File: src/rtl/store_reader.sv
// Consumer end of the neuron value-store interface: a small FIFO for sampled
// values, plus a refractory spike generator fed by values leaving the FIFO.
//
// state      | meaning
// IDLE       | a popped value >= THRESHOLD fires a spike
// REFRACTORY | counting down after a spike; pops never fire
module store_reader #(
  parameter int WIDTH     = 32,
  parameter int DEPTH     = 4,
  parameter int THRESHOLD = 10,
  parameter int REFRACT   = 3
) (
  input  logic                     clk,
  input  logic                     rst,
  input  logic [WIDTH-1:0]         in,
  input  logic                     in_valid,
  output logic                     in_ready,
  output logic [WIDTH-1:0]         out,
  output logic                     out_valid,
  input  logic                     out_ready,
  output logic                     spike,
  output logic [$clog2(DEPTH):0]   count
);

  localparam int AW = $clog2(DEPTH);
  localparam int CW = AW + 1;
  localparam int RW = $clog2(REFRACT + 1);
  localparam logic signed [WIDTH-1:0] THR = WIDTH'(THRESHOLD);

  typedef enum logic {IDLE, REFRACTORY} state_t;

  logic [WIDTH-1:0] mem [DEPTH];
  logic [AW-1:0]    wr_ptr, rd_ptr;
  logic [CW-1:0]    count_q;
  logic             push, pop;

  state_t           state_q, state_d;
  logic [RW-1:0]    refr_q, refr_d;
  logic             spike_d;
  logic             fire;

  // Ready comes only from registered occupancy, so a full FIFO never accepts
  // a value even when the head is popped in the same cycle.
  assign in_ready  = (count_q != CW'(DEPTH));
  assign out_valid = (count_q != '0);
  assign out       = out_valid ? mem[rd_ptr] : '0;
  assign count     = count_q;

  assign push = in_valid && in_ready;
  assign pop  = out_valid && out_ready;
  assign fire = ($signed(out) >= THR);

  always_ff @(posedge clk) begin
    if (push) begin
      mem[wr_ptr] <= in;
    end
  end

  always_ff @(posedge clk) begin
    if (!rst) begin
      wr_ptr  <= '0;
      rd_ptr  <= '0;
      count_q <= '0;
    end else begin
      if (push) begin
        wr_ptr <= wr_ptr + AW'(1);
      end
      if (pop) begin
        rd_ptr <= rd_ptr + AW'(1);
      end
      case ({push, pop})
        2'b10:   count_q <= count_q + CW'(1);
        2'b01:   count_q <= count_q - CW'(1);
        default: count_q <= count_q;
      endcase
    end
  end

  always_ff @(posedge clk) begin
    if (!rst) begin
      state_q <= IDLE;
      refr_q  <= '0;
      spike   <= 1'b0;
    end else begin
      state_q <= state_d;
      refr_q  <= refr_d;
      spike   <= spike_d;
    end
  end

  always_comb begin
    state_d = state_q;
    refr_d  = refr_q;
    spike_d = 1'b0;
    case (state_q)
      IDLE: begin
        if (pop && fire) begin
          spike_d = 1'b1;
          refr_d  = RW'(REFRACT);
          state_d = REFRACTORY;
        end
      end
      REFRACTORY: begin
        // A pop on the edge that ends the window is still refractory.
        refr_d = refr_q - RW'(1);
        if (refr_q == RW'(1)) begin
          state_d = IDLE;
        end
      end
      default: state_d = IDLE;
    endcase
  end

endmodule
File: config.mk
export PLATFORM = sky130hd
export DESIGN_NAME = store_reader
export DESIGN_NICKNAME = d
export VERILOG_FILES = /design/src/rtl/store_reader.sv
export SDC_FILE = /design/constraint.sdc
export NUM_CORES = 1
export LEC_CHECK = 0
export ABC_AREA = 1
export CELL_PAD_IN_SITES_DETAIL_PLACEMENT = 0
export CELL_PAD_IN_SITES_GLOBAL_PLACEMENT = 1
export CORE_ASPECT_RATIO = 1.1
export CORE_MARGIN = 4
export CORE_UTILIZATION = 39
export CTS_CLUSTER_DIAMETER = 150
export DETAILED_ROUTE_END_ITERATION = 10
export HOLD_SLACK_MARGIN = 0.12
export PLACE_DENSITY_LB_ADDON = 0.1
export SLEW_MARGIN = 0
export SYNTH_ARGS = -nofsm -noshare
export SYNTH_HDL_FRONTEND = slang
export SYNTH_SLANG_ARGS = --single-unit
File: constraint.sdc
create_clock -name clk -period 2.84 [get_ports clk]
set_clock_uncertainty 0.2 [all_clocks]
set_input_delay 0.71 -clock clk [delete_from_list [all_inputs] [get_ports clk]]
set_output_delay 0.71 -clock clk [all_outputs]
set_load 0.03 [all_outputs]
Word level (Yosys, flattened, before mapping)
Memories as Yosys holds them, arrays and structs flattened. A register that Yosys moved wholly into a read port is not among the register bits. Cells that the tools add are included.

Add/subtract/negate cells: 5. Magnitude comparators: 1. Equality and inequality tests: 5. Mux-type cells: 11. Bitwise gates (word level): 2. Reductions and logical operators: 6.

Operator list (count): $ge 32x5->1 const B (1); $mux 32 (1); $mux 2 (3); $pmux 3 s2 (1); $add 2x1->2 const B (2); $eq 2x1->1 const B (2); $mux 1 (4); $pmux 2 s2 (1); $add 3x1->3 const B (1); $logic_and 1x1->1 (3); $ne 3x3->1 const B (1); $reduce_bool 3->1 (1); $sub 3x1->3 const B (1); $eq 2x2->1 const B (1); $ne 2x2->1 const B (1); $not 1->1 (2); $pmux 1 s2 (1); $reduce_bool 2->1 (1); $reduce_or 2->1 (1); $sub 2x1->2 const B (1).

Register bits after elaboration: 11. RAM bits: 128. Bits of input ports: 36. Output and inout bits: 38. Logic and storage cells: 37. Memories kept: 1.

Memories: mem (depth 4, bits a word 32, rd ports 1, clocked after Yosys merged registers in 1, write ports 1, line 32) `logic [WIDTH-1:0] mem [DEPTH];`.

Longest topological paths before layout
Gate-level depths: netlist of run 1.

Word-level depth: 6. Mapped depth: 16. Gate-level depth less buffers: 15.

Least setup slack after synthesis of run 1
OpenSTA, ideal clock, no wires.

Kind: reg2reg. Start point: reg count_q[1] (netlist: count[1]). End point: mem mem[0][0], enable pin. Arrival time: 2564 ps. Data required time: 2219 ps. Setup slack: -345 ps. Cell stages (with the launch flop): 5. Period minus slack after synthesis: 3185 ps. Path through: dfxtp_1 > inv_1 > nand3_1 > nand2_1 > nor2_1.

Cells in the longest elaborated chain, start to end: 4.

RTL lines: start, declared (line 34) `logic [CW-1:0] count_q;`; start signal, assigned (line 72) `2'b10: count_q <= count_q + CW'(1);`; start signal, assigned (line 73) `2'b01: count_q <= count_q - CW'(1);`; start signal, assigned (line 74) `default: count_q <= count_q;`; $ne 3x3->1 (line 44) `assign in_ready = (count_q != CW'(DEPTH));`; net in_ready (line 17) `output logic in_ready,`; $logic_and 1x1->1 (line 49) `assign push = in_valid && in_ready;`; $mux 1 (line 54) `if (push) begin`; $mux 1 (implied by the code) (line 55) `mem[wr_ptr] <= in;`; end, declared (line 32).

The timed path passes the listed nets, and every way through them passes these cells.

==> key figures, run 1 <==
Floorplan
  • # rows: 48
  • Die width: 128 um
  • Initial Utilization: 0.397
  • Core Area: 15700 sq um
  • Die area: 18000 sq um
  • IO Count: 74
  • Die Span Y: 140 um

Clock network
  • Post-CTS Hold Fix Bufs: 0
  • H-Tree Depth: 4
  • Sink Count: 141
  • Largest buffer count on any clock path: 2
  • Worst skew pair latency: 0.41 ns
  • CTS tree: built
  • Worst-path clk slew: 0.05 ns
  • CTS root buf: clkbuf_16
  • Total CTS buffers: 17

STA
  • Post-route setup slack: 0.0953 ns
  • Rel. slew slack: 0.750
  • Final period util: 0.966
  • Setup TNS: 0 ns
  • Slew @ Worst Pin: 0.374 ns
  • RSZ-0062 raised after global routing: true
  • Crit path time final: 2.74 ns
  • Final hold vios: 0
  • FMAX: 364 MHz
  • Slew Viols, Final: 0
  • Setup violators final: 0

Finish
  • Layout Utilization: 0.495
  • Area Overhead vs Synth: 24.6%
  • Diode count: 0
  • Layout cells sized above 1: 0.112
  • Fin nets: 769
  • Commonest non-fill, non-tap cell in the layout: nand2_1
  • Most frequent cells in the layout: nand2_1, inv_1, edfxtp_1, nand3_1, buf_4

Min path
  • Worst Hold Launch: rd_ptr[1]$_SDFFE_PN0P_
  • HP Class: flip-flop to flip-flop
  • Hold depth: 2

Route
  • Final routed DRC violation total: 0
  • Vias per cell: 4.56
  • Initial DRC Count: 226
  • DRT antenna net count: 0
  • Mean routed wirelength per cell: 15.1 um
  • Vias: 4281
  • Routed WL: 14200 um
  • DRT Pass-1 Iters: 5

Logic synthesis
  • Synth area leaders: edfxtp_1, nand2_1, inv_1, dfxtp_1, nand3_1
  • Post-synth top area cell: edfxtp_1
  • Area share of the largest cell type after synthesis: 0.618
  • Syn_nets: 681
  • Post-synthesis average cell area: 9.75 sq um
  • Synth unique cells: 19
  • Yosys Warn Count: 0
  • Seq/Total Area, Yosys: 0.660
  • FF+latch count, synth: 141
  • Cells after synthesis: 638
  • Synth Cell Area: 6220 sq um

Setup path
  • Critical Path Fanout Max: 27
  • FF-to-FF End: count[2]$_SDFFE_PN0P_
  • Cells on worst reg2reg path: 12
  • Setup crit end kind: output pin
  • Data required, critical path: 1.93 ns
  • R2r setup slk: 0.42 ns
  • CP Launch Type: flip-flop
  • Setup Crit Path Kind: flip-flop to output pin
  • CP Data Arrival Time: 1.83 ns
  • Worst flop-to-flop path startpoint: count[1]$_SDFFE_PN0P_

Pwr
  • Leak pwr: 3.60 nW
  • Pwr Total: 7.71 mW
  • Maximum VDD drop: 0.000536 V
  • P per Cell Area: 994 nW/um^2

Global route
  • Initial antenna violation count: 0
  • Gr usage total: 0.164
  • First-pass GRT wire length: 22200 um
  • Vias in the first global route: 4188
  • Grt ovf: 0
  • Largest net degree at the start of global routing: 45

Placed design
  • DP HPWL: 9030 um
  • I/O Buffers: 73
  • Final GP Congestion: 0.792
  • Setup slack after placement: 0.140 ns

Flow run
  • Max Cap Violations: 0

Status
  • Outcome: complete, no violations
-- critical path, cell delays in order, from the launching register on --
cell	delay, ns
dfxtp_2	0.36
inv_4	0.17
buf_8	0.24
nand2_1	0.08
nand3_1	0.08
nand2_1	0.06
nand2_1	0.18
inv_1	0.07
buf_4	0.17
-- cell usage after synthesis --
cell	count
nand2_1	233
inv_1	132
edfxtp_1	128
nand3_1	52
nor2_1	20
buf_2	15
a21oi_1	14
dfxtp_1	13
o21ai_0	8
buf_6	6
ha_1	6
inv_2	3
buf_4	2
a21oi_2	1
a221oi_1	1
fa_1	1
nand3_2	1
nor3_1	1
o21ai_1	1
-- per-layer routing --
metal / vias to the layer above / wire, um / track usage
li1: 2167 / - / -
met1: 2024 / 6200 / 0.201
met2: 75 / 7200 / 0.279
met3: 15 / 586 / 0.0366
met4: 0 / 210 / 0.0659
met5: - / 0 / 0
-- report_power, final --
group	internal, mW	switching [mW]
logic	0.965	2.05
clock network	1.34	0.765
registers	2.50	0.0776
total	4.81	2.89
-- kinds of logic (layout without fill, tap and decap cells) --
group / Yosys count / count (layout) / synth area share
compound gates: 25 / 25 / 0.0213
fa+ha+maj: 7 / 7 / 0.0153
buf+inv: 158 / 258 / 0.107
flops: 141 / 141 / 0.660
simple gates: 307 / 307 / 0.197
-- worst max path at each step --
stage / end / depth (start not counted) / slack, ns / startpoint
floorplan: mem[0][0]$_DFFE_PP_ / 4 / -0.34 / count[1]$_SDFFE_PN0P_
finish: out[31] / 8 / 0.1 / flip-flop
detailed placement: count[2]$_SDFFE_PN0P_ / 10 / 0.14 / out_ready
CTS: out[20] / 8 / 0.04 / flip-flop
global route: out[31] / 8 / -0.009 / flip-flop
global placement: count[2]$_SDFFE_PN0P_ / 10 / 0.18 / out_ready
-- state kept, by name, indices dropped and copies added (netlist names), named ones only --
register and count:
rd_ptr 2, refr_q 2, wr_ptr 2, count 3
state_q 1, spike 1, mem 128
-- metrics by stage --
step | hold WS (ns) | area, sq um | std cells
5_1_grt | 0.315 | 7750 | 938
6_report | 0.273 | 7750 | 938
3_5_place_dp | 0.262 | 7180 | 907
2_1_floorplan | 0.236 | 6230 | 638
3_3_place_gp | 0.253 | 7180 | 907
4_1_cts | 0.273 | 7750 | 938
-- cell type report --
type | instances | area [sq um]
Timing Repair Buffer | 92 | 856
Clock inverter | 13 | 130
Tap cell | 200 | 250
Clock buffer | 18 | 429
Inverter | 135 | 509
Sequential cell | 141 | 4110
Multi-Input combinational cell | 339 | 1470
Fill cell | 1455 | 7920
-- repair_timing --
item,4_1_cts,5_1_grt
setup endpoints to repair,16,6
buffers inserted,0,0
resized for setup,8,5
hold endpoints to repair,0,0
(Power assumes the default switching activity.)
==> inputs of run 2 (changes only) <==
--- a/config.mk
+++ b/config.mk
@@ -14,7 +14,7 @@
 export CTS_CLUSTER_DIAMETER = 150
 export DETAILED_ROUTE_END_ITERATION = 10
 export HOLD_SLACK_MARGIN = 0.12
-export PLACE_DENSITY_LB_ADDON = 0.1
+export PLACE_DENSITY = 0.84
 export SLEW_MARGIN = 0
 export SYNTH_ARGS = -nofsm -noshare
 export SYNTH_HDL_FRONTEND = slang
==> constraint.sdc (replaced) <==
create_clock -name clk -period 2.84 [get_ports clk]
set_clock_uncertainty 0.2 [all_clocks]
set_input_delay 0.71 -clock clk [delete_from_list [all_inputs] [get_ports clk]]
set_output_delay 0.71 -clock clk [all_outputs]
set_load 0.005 [all_outputs]
==> key figures, run 2 (synthesis gave the netlist of run 1 again) <==
Setup path
  • CP Launch Type: flip-flop
  • CP Data Arrival Time: 1.89 ns
  • Worst flop-to-flop path startpoint: count[1]$_SDFFE_PN0P_
  • Setup Crit Path Kind: flip-flop to output pin
  • Data required, critical path: 1.93 ns
  • Critical Path Fanout Max: 9
  • Setup crit end kind: output pin
  • Crit. Startpoint: count[1]$_SDFFE_PN0P_

Pwr
  • Leak pwr: 3.85 nW
  • P per Cell Area: 943 nW/um^2
  • Maximum VDD drop: 0.000638 V
  • Pwr Total: 7.63 mW

Placed design
  • Final GP Congestion: 0.765
  • DP HPWL: 9250 um
  • I/O Buffers: 73
  • DP Cell Count: 905

Finish
  • Layout cells sized above 1: 0.103
  • Max FFs per register: 128
  • Diode count: 0
  • Fin nets: 774
  • Area Overhead vs Synth: 30.1%
  • Commonest non-fill, non-tap cell in the layout: nand2_1
  • Most frequent cells in the layout: nand2_1, inv_1, edfxtp_1, nand3_1, clkdlybuf4s50_1
  • Final Non-Filler Cells: 944
  • Largest register by flop count: mem
  • Layout Utilization: 0.516

Floorplan
  • Die Span Y: 140 um
  • Initial Utilization: 0.397
  • Die area: 18000 sq um
  • Die width: 128 um
  • IO Count: 74
  • # rows: 48
  • Core Area: 15700 sq um

Status
  • Outcome: complete, no violations

STA
  • RSZ-0062 raised after global routing: true
  • Slew Viols, Final: 0
  • Final hold vios: 0
  • Crit path time final: 2.80 ns
  • Rel. slew slack: 0.772
  • WHS: 0.267 ns
  • Slew @ Worst Pin: 0.341 ns
  • Setup violators final: 0
  • Final period util: 0.988
  • FMAX: 357 MHz

Clock network
  • CTS root buf: clkbuf_16
  • Total CTS buffers: 17
  • CTS tree: built
  • Sink Count: 141
  • Largest buffer count on any clock path: 2
  • Worst skew pair latency: 0.41 ns
  • Post-CTS Hold Fix Bufs: 0
  • H-Tree Depth: 4
  • Worst-path clk slew: 0.06 ns

Route
  • DRT Pass-1 Iters: 4
  • Initial DRC Count: 245
  • Vias: 4453
  • DRT antenna net count: 0
  • Routed WL: 14700 um
  • Final routed DRC violation total: 0
  • Mean routed wirelength per cell: 15.6 um
  • Vias per cell: 4.72

Global route
  • Grt ovf: 0
  • Gr usage total: 0.171
  • First-pass GRT wire length: 23400 um
  • Vias in the first global route: 4716
  • Initial antenna violation count: 0
  • Largest net degree at the start of global routing: 34

Min path
  • Worst Hold Launch: rd_ptr[1]$_SDFFE_PN0P_
  • HP Class: flip-flop to flip-flop

Flow run
  • Max Cap Violations: 0
==> run 2: critical path, cell delays in order, from the launching register on <==
cell             delay [ns]
dfxtp_1                0.37
inv_1                  0.12
nand3_4                0.12
buf_6                  0.15
nand2_1                0.08
a21oi_2                0.13
clkdlybuf4s50_1        0.52
==> run 2: metrics by stage <==
| step | worst slack (ns) | cell area (sq um) | setup TNS, ns |
|---|---|---|---|
| 2_1_floorplan | -0.0201 | 6220 | -2.58 |
| 3_3_place_gp | 0.227 | 7260 | 0 |
| 3_5_place_dp | 0.157 | 7260 | 0 |
| 4_1_cts | 0.000346 | 8060 | 0 |
| 5_1_grt | -0.0730 | 8090 | -0.113 |
| 6_report | 0.0353 | 8090 | 0 |
==> run 2: power by group <==
part           internal [mW]  switching, mW  total, mW
registers               2.51         0.0885       2.60
clock network           1.51          0.799       2.31
logic                   1.15           1.57       2.73
==> run 2: cell type report <==
cell class                      instances  area [sq um]
Clock buffer                           21           460
Clock inverter                         11           165
Tap cell                              200           250
Fill cell                            1356          7580
Inverter                              135           517
Sequential cell                       141          4110
Multi-Input combinational cell        339          1500
Timing Repair Buffer                   97          1090
==> run 2: timing repair <==
item / 4_1_cts / 5_1_grt
pin swaps: 1 / 3
buffers inserted: 4 / 0
gates cloned: 3 / 0
gates resized for setup: 49 / 13
endpoints found under the setup margin: 33 / 11
==> run 2: worst paths after layout <==
kind                           endpoint  slack (ns)  cells after the start
setup / recovery                 out[3]        0.04                      6
hold / removal                flip-flop        0.27                      2
setup reg to reg  count[2]$_SDFFE_PN0P_        0.41                     13
hold reg to reg               flip-flop        0.27                      2
==> run 2: routing by layer <==
layer / global-route usage / share of wire / wire length, um
met1: 0.197 / 0.41 / 6010
met2: 0.301 / 0.52 / 7700
met3: 0.0454 / 0.052 / 772
met4: 0.0642 / 0.016 / 231
met5: 0 / 0 / 0
